File: config.mk
export PLATFORM = sky130hd
export DESIGN_NAME = servo_pwm_multi
export DESIGN_NICKNAME = d
export VERILOG_FILES = /design/src/rtl/servo_pwm_multi.sv
export SDC_FILE = /design/constraint.sdc
export NUM_CORES = 1
export LEC_CHECK = 0
export CORE_MARGIN = 4
export CORE_UTILIZATION = 25
export CTS_CLUSTER_DIAMETER = 30
export DETAILED_ROUTE_END_ITERATION = 10
export GPL_ROUTABILITY_DRIVEN = 0
export PLACE_DENSITY = 0.48
export SLEW_MARGIN = 15
export SYNTH_ARGS = -nofsm -noshare
export SYNTH_HDL_FRONTEND = slang
export SYNTH_SLANG_ARGS = --single-unit
File: constraint.sdc
create_clock -name clk -period 4.87 [get_ports clk]
set_input_delay 0.487 -clock clk [delete_from_list [all_inputs] [get_ports clk]]
set_output_delay 0.487 -clock clk [all_outputs]
set_load 0.01 [all_outputs]
File: src/rtl/servo_pwm_multi.sv
// rtl/servo_pwm_multi.sv - multi-channel servo PWM generator with shared frame counter and per-frame slew limiting
module servo_pwm_multi #(
  parameter int NUM_CH      = 4,
  parameter int PERIOD_CYC  = 1_000_000,
  parameter int MIN_CYC     = 50_000,
  parameter int MAX_CYC     = 250_000,
  parameter int LSB_CYC     = 784,
  parameter int POS_W       = 8,
  parameter int SLEW_CYC    = 5_000,
  localparam int CH_W       = (NUM_CH > 1) ? $clog2(NUM_CH) : 1,
  localparam int CNT_W      = $clog2(PERIOD_CYC),
  localparam int WID_W      = $clog2(MAX_CYC + 1)
) (
  input  logic              clk,
  input  logic              rst_n,
  input  logic              wr_valid,
  output logic              wr_ready,
  input  logic [CH_W-1:0]   wr_ch,
  input  logic [POS_W-1:0]  wr_pos,
  input  logic [NUM_CH-1:0] en_i,
  output logic [NUM_CH-1:0] servo_o,
  output logic              frame_o,
  output logic              busy_o,
  output logic              err_o
);

  localparam logic [CNT_W-1:0] LAST_CNT = CNT_W'(PERIOD_CYC - 1);
  localparam logic [WID_W-1:0] MIN_W    = WID_W'(MIN_CYC);
  localparam logic [WID_W-1:0] MAX_W    = WID_W'(MAX_CYC);
  localparam logic [WID_W-1:0] SLEW_W   = WID_W'(SLEW_CYC);
  localparam int               PROD_W   = POS_W + 32;

  logic [CNT_W-1:0]  r_cnt;
  logic [WID_W-1:0]  r_tgt [NUM_CH];
  logic [WID_W-1:0]  r_cur [NUM_CH];
  logic [NUM_CH-1:0] r_en_q;
  logic [NUM_CH-1:0] r_servo;
  logic              r_frame;
  logic              r_busy;
  logic              r_err;

  logic              w_upd;
  logic              w_acc;
  logic              w_ch_bad;
  logic [PROD_W-1:0] w_width_full;
  logic [WID_W-1:0]  w_width;
  logic [WID_W-1:0]  w_cur_nxt [NUM_CH];
  logic [NUM_CH-1:0] w_busy_vec;
  logic [NUM_CH-1:0] w_servo_nxt;

  // The last cycle of each frame is the update cycle; writes are held off there.
  assign w_upd    = (r_cnt == LAST_CNT);
  assign wr_ready = ~w_upd;
  assign w_acc    = wr_valid & wr_ready;
  assign w_ch_bad = (32'(wr_ch) >= NUM_CH);

  // Full-width mapping so a large position cannot wrap below the clamp.
  assign w_width_full = PROD_W'(MIN_CYC) + PROD_W'(wr_pos) * PROD_W'(LSB_CYC);
  assign w_width      = (w_width_full > PROD_W'(MAX_CYC)) ? MAX_W : w_width_full[WID_W-1:0];

  always_ff @(posedge clk or negedge rst_n) begin
    if (!rst_n) begin
      r_cnt <= '0;
    end else if (w_upd) begin
      r_cnt <= '0;
    end else begin
      r_cnt <= r_cnt + CNT_W'(1);
    end
  end

  always_comb begin
    for (int i = 0; i < NUM_CH; i++) begin
      w_cur_nxt[i] = r_tgt[i];
      if (SLEW_CYC != 0) begin
        if (r_tgt[i] > r_cur[i]) begin
          if (32'(r_tgt[i] - r_cur[i]) > SLEW_CYC) begin
            w_cur_nxt[i] = r_cur[i] + SLEW_W;
          end
        end else if (32'(r_cur[i] - r_tgt[i]) > SLEW_CYC) begin
          w_cur_nxt[i] = r_cur[i] - SLEW_W;
        end
      end
    end
  end

  // Disabled channels keep tracking writes and slewing; only their output is gated.
  always_ff @(posedge clk or negedge rst_n) begin
    if (!rst_n) begin
      for (int i = 0; i < NUM_CH; i++) begin
        r_tgt[i] <= MIN_W;
        r_cur[i] <= MIN_W;
      end
      r_en_q <= '0;
    end else begin
      for (int i = 0; i < NUM_CH; i++) begin
        if (w_acc && (wr_ch == CH_W'(i))) begin
          r_tgt[i] <= w_width;
        end
        if (w_upd) begin
          r_cur[i] <= w_cur_nxt[i];
        end
      end
      if (w_upd) begin
        r_en_q <= en_i;
      end
    end
  end

  always_comb begin
    for (int i = 0; i < NUM_CH; i++) begin
      w_busy_vec[i]  = r_en_q[i] && (r_cur[i] != r_tgt[i]);
      w_servo_nxt[i] = r_en_q[i] && (32'(r_cnt) < 32'(r_cur[i]));
    end
  end

  always_ff @(posedge clk or negedge rst_n) begin
    if (!rst_n) begin
      r_servo <= '0;
      r_frame <= 1'b0;
      r_busy  <= 1'b0;
      r_err   <= 1'b0;
    end else begin
      r_servo <= w_servo_nxt;
      r_frame <= w_upd;
      r_busy  <= |w_busy_vec;
      r_err   <= w_acc && w_ch_bad;
    end
  end

  assign servo_o = r_servo;
  assign frame_o = r_frame;
  assign busy_o  = r_busy;
  assign err_o   = r_err;

endmodule

* After elaboration in Yosys (flattened, before gate mapping)
Cells that the tools add are included.
** Operators by class
- Eq/ne operators :: 8
- Add/sub/neg operators :: 18
- Muxes and demuxes :: 14
- Multiply operators :: 1
- Reduce and logical (&&, ||, !) cells :: 14
- Order comparisons :: 17
- Bitwise operators :: 2
** Operator list (count)
- $gt A32 B13 Y1 const B :: 8
- $mux W18 :: 13
- $sub A18 B18 Y19 :: 8
- $lt A20 B18 Y1 :: 4
- $add A18 B13 Y18 const B :: 4
- $gt A18 B18 Y1 :: 4
- $ne A18 B18 Y1 :: 4
- $sub A18 B13 Y18 const B :: 4
- $add A20 B1 Y20 const B :: 1
- $eq A20 B20 Y1 const B :: 1
- $mux W20 :: 1
- $add A16 B18 Y19 const A :: 1
- $gt A19 B18 Y1 const B :: 1
- $mul A8 B6 Y14 const B :: 1
- $logic_and A1 B1 Y1 :: 12
- $eq A2 B2 Y1 const B :: 2
- $reduce_or A4 Y1 :: 1
- $eq A2 B1 Y1 const B :: 1
- $logic_not A2 Y1 :: 1
- $and A1 B1 Y1 :: 1
- $not A1 Y1 :: 1
** Word-level totals
- Register bits :: 174
- Output and inout bits :: 8
- Logic and storage cells :: 87
- Bits of input ports :: 17

* Depth between registers and ports, before layout
- Depth after elaboration :: 4
- Mapped depth :: 19
- Mapped depth without buffers :: 18

* Worst setup path before layout
Ideal clock, no wire load.
- Kind :: input to register
- From :: input port wr_pos[2]
- To :: register r_tgt[46] in the netlist's numbering
- Slack :: 0.623 ns
- Buffers on the path :: 1
- Data arrival time :: 4.116 ns
- Data required time :: 4.740 ns
- Cell stages on the path :: 17
- Library setup time :: 0.130 ns
- Cells stage by stage :: inv_1 ha_1 inv_1 fa_1 ha_1 ha_1 a21o_1 a211o_1 a2111oi_0 nor2_1 xnor2_1 nor2b_1 a211oi_2 nand4_1 clkbuf_1 nand3_1 o21ai_0
** On the way
- Cells in the longest elaborated chain, start to end :: 4
** RTL lines
- start, declared :: line 19 : input logic [POS_W-1:0] wr_pos,
- $mul A8 B6 Y14 * :: line 58 : assign w_width_full = PROD_W'(MIN_CYC) + PROD_W'(wr_pos) * PROD_W'(LSB_CYC);
- $add A16 B18 Y19 * :: line 58
- $gt A19 B18 Y1 :: line 59 : assign w_width = (w_width_full > PROD_W'(MAX_CYC)) ? MAX_W : w_width_full[WID_W-1:0];
- $mux W18 * :: line 59
- end signal, assigned by index :: line 97 : r_tgt[i] <= w_width;
- end, declared :: line 34 : logic [WID_W-1:0] r_tgt [NUM_CH];
Every way passes the cells marked *; elsewhere a longest branch is shown, timed or not.
A chain may end at the register's enable or synchronous reset.

* Final worst setup path
- From :: input port wr_pos[2]
- To :: register r_tgt[4] in the netlist's numbering
** On the way
- Cells in the longest elaborated chain, start to end :: 4
** RTL lines (line)
- $mul A8 B6 Y14 :: 58
- $add A16 B18 Y19 :: 58
- $gt A19 B18 Y1 :: 59
- $mux W18 :: 59
Every way passes these cells.

==> results.py <==
metrics = {
    "status": {
        "status": "complete, no violations",
    },
    "power_and_ir_drop": {
        "ir_drop_mv": 0.290,
        "total_power_mw": 7.83,
        "p_leak_nw": 8.20,
        "power_density_mw_per_mm2": 402,
    },
    "hold_path": {
        "hold_path_class": "in -> async",
    },
    "yosys": {
        "synth_edf_count": 0,
        "synthCells": 2279,
        "ys_ff_latch": 146,
        "ys_types": 90,
        "syn_nets": 2525,
        "yosys_warnings": 0,
        "async_reset_ff_share_pct": 100,
        "synth_ff_type": "dfrtp_1",
        "syn_avg_cell_area_um2": 7.73,
        "synth_seq_area_share_pct": 21.1,
        "syn_area_mm2": 0.0176,
    },
    "place": {
        "portBuffers": 23,
        "dp.cells": 3180,
        "dp_slack_ns": -0.0148,
        "dp_hpwl_mm": 47.7,
    },
    "clock_network": {
        "cts_max_level": 4,
        "ctsLongestPathBuffers": 2,
        "cts_resized": 0,
        "clock-root-buffer": "clkbuf_16",
        "cts_hold_buf": 0,
        "cts_tree": "yes",
        "clk_pin_slew_worst_paths_ns": 0.07,
        "cts_made_buffers": 17,
        "clkLatencyLatePin_ns": 0.45,
        "cts.sinks": 146,
        "post-cts-setup-buffers": 0,
    },
    "worst_setup_path": {
        "critPathBufInv": 4,
        "cp.depth": 17,
        "cp_top_family": "compound AO/OA/AOI/OAI gates",
        "cpPeakStageDelay_ns": 0.47,
        "slowest_stage": "clkdlybuf4s50_1",
        "cp-start-kind": "input port",
        "reg2regPathDepth": 12,
        "worstPathMaxFanout": 14,
        "critical_path_arrival_ns": 4.84,
        "cp.required_ns": 5.20,
        "worstPathCellList": "clkdlybuf4s50_1, inv_1, ha_1, inv_1, fa_1, ha_1, ha_1, a21o_1, a211o_1, a2111oi_0, nor2_1, xnor2_1, nor2b_1, a211oi_2, nand4_1, buf_4, a32oi_1",
        "crit_type": "in -> reg",
        "cp_common_cell": "ha_1",
        "r2r_slack_ns": 0.60,
        "r2r_start": "r_tgt[48]$_DFFE_PN0P_",
        "r2r_end": "r_cur[42]$_DFFE_PN1P_",
        "cp-end-kind": "register",
    },
    "sta": {
        "min_period_ns": 4.51,
        "fmax_mhz": 222,
        "relSlewSlack_pct": 26.9,
        "drv_slew": 0,
        "max_slew.worst_pin.slew_ns": 1.10,
        "skew_ns": 0.0164,
        "finalSetupViolCount": 0,
        "rsz0062_at_grt": "no",
        "setup_slack_ns": 0.362,
        "finalHoldViolCount": 0,
        "hold_ws_ns": 0.0232,
        "period_share_pct": 92.6,
    },
    "route": {
        "met2WireLength_mm": 28.5,
        "drt_iter0_markers": 1642,
        "m1WireLength_mm": 30.2,
        "post_drt_wl_per_cell_um": 19.4,
        "first_pass_iters": 10,
        "top_layer": "met4",
        "ant_nets": 0,
        "routed-via-count": 17242,
        "vias_per_cell": 5.37,
        "wl_met3_mm": 2.97,
        "wl_mm": 62.5,
        "drcViolationCount": 0,
    },
    "die": {
        "dieArea_mm2": 0.0747,
        "core-area_mm2": 0.0699,
        "io_pins": 25,
        "die_h_um": 273,
        "fp-row-count": 97,
        "start_util_pct": 25.2,
        "fp.dieW_um": 273,
    },
    "grt": {
        "antenna_found_initial": 0,
        "track_usage_pct": 16.3,
        "grt-ovfl-total": 0,
        "grt_pass1_wl_mm": 98.0,
        "grt_max_degree": 58,
        "first_global_vias": 16526,
    },
    "final_layout": {
        "final_core_util_pct": 27.9,
        "layout_common_cells": "ha_1, o21ai_0, nand2_1",
        "fin_cells": 3212,
        "syn_to_final_growth_pct": 10.6,
        "n_fill_cell": 7679,
        "diodes": 0,
        "drive_gt1_share_pct": 7.39,
        "fin_nets": 2505,
        "layout_commonest_cell": "ha_1",
    },
    "flow_run": {
        "timing.max_cap.violations": 0,
    },
}
==> layer usage <==
layer	track usage, %	up-vias
met2	26.7	497
met5	0	-
met3	2.01	50
li1	-	8292
met1	23.2	8403
met4	3.01	0
==> sequential cells by signal, indices dropped and copies added, names as in the netlist <==
signal and count:
frame_o 1, r_cnt 20, r_tgt 56, busy_o 1, servo_o 4, r_en_q 4, r_cur 60
==> how the worst max path moves through the flow <==
stage,startpoint,endpoint
5_1_grt,wr_pos[2],r_tgt[49]$_DFFE_PN0P_
2_1_floorplan,wr_pos[2],r_tgt[46]$_DFFE_PN0P_
3_5_place_dp,wr_pos[2],r_tgt[59]$_DFFE_PN0P_
3_3_place_gp,wr_pos[2],r_tgt[59]$_DFFE_PN0P_
6_report,wr_pos[2],r_tgt[4]$_DFFE_PN1P_
4_1_cts,wr_pos[2],r_tgt[59]$_DFFE_PN0P_
==> cell type report <==
type                       count  area, um2  share of cell area [%]
multi-input combinational   1865      12800                    66.0
sequential                   146       3710                    19.1
tap                          940       1180                    6.04
inverter                     165        619                    3.18
timing repair buffer          64        539                    2.77
clock buffer                  18        439                    2.26
clock inverter                14        135                   0.694
==> cells in the mapped netlist (all sizes together), types with 7 or more instances <==
cell type / instances / area, um2
or3: 32 / 200
o2111ai: 7 / 61.3
o22ai: 21 / 131
a2bb2oi: 10 / 87.6
o22a: 10 / 87.6
nor2b: 24 / 150
a211oi: 24 / 190
a221oi: 9 / 85.1
o31ai: 29 / 218
o211ai: 19 / 148
nor3b: 8 / 60.1
o21ai: 205 / 1030
nand4: 34 / 213
nand3: 73 / 365
xnor2: 84 / 736
xor2: 32 / 280
a41oi: 9 / 86.3
inv: 163 / 612
fa: 10 / 200
a21o: 47 / 354
nor4: 22 / 153
o221ai: 14 / 129
a2111oi: 8 / 88.8
mux2i: 21 / 210
nand2b: 19 / 119
nor3: 51 / 255
dfrtp: 98 / 2450
ha: 219 / 2740
dfstp: 48 / 1260
nand2: 190 / 713
a31oi: 26 / 163
and3: 27 / 169
nand3b: 12 / 90.1
a21oi: 174 / 882
buf: 39 / 199
a211o: 8 / 70.1
clkbuf: 64 / 240
o21bai: 9 / 67.6
or2: 17 / 106
and2: 22 / 138
nor2: 178 / 668
a32oi: 9 / 78.8
o21a: 45 / 338
and4: 9 / 78.8
==> logic make-up after synthesis <==
kind of cell    after synthesis  synth area share, %
mux                          24                 1.39
xor+xnor                    116                 5.77
flops                       146                 21.1
fa+ha+maj                   229                 16.7
buf+inv                     268                 6.01
compound gates              756                 28.2
other cells                   1               0.0213
simple gates                739                 20.8
==> power breakdown <==
part	leakage, nW	switching [mW]	internal [mW]
sequential	1.77	0.307	1.44
clock	0.277	0.639	0.692
combinational	6.16	3.04	1.71
total	8.20	3.99	3.84
==> through the flow <==
step	instance area (um2)	TNS [ns]
floorplan	17600	0
global placement	18900	0
detailed placement	18900	-0.0148
CTS	19500	0
global route	19500	0
finish	19500	0
No activity file was read; power rests on OpenSTA's default activity.
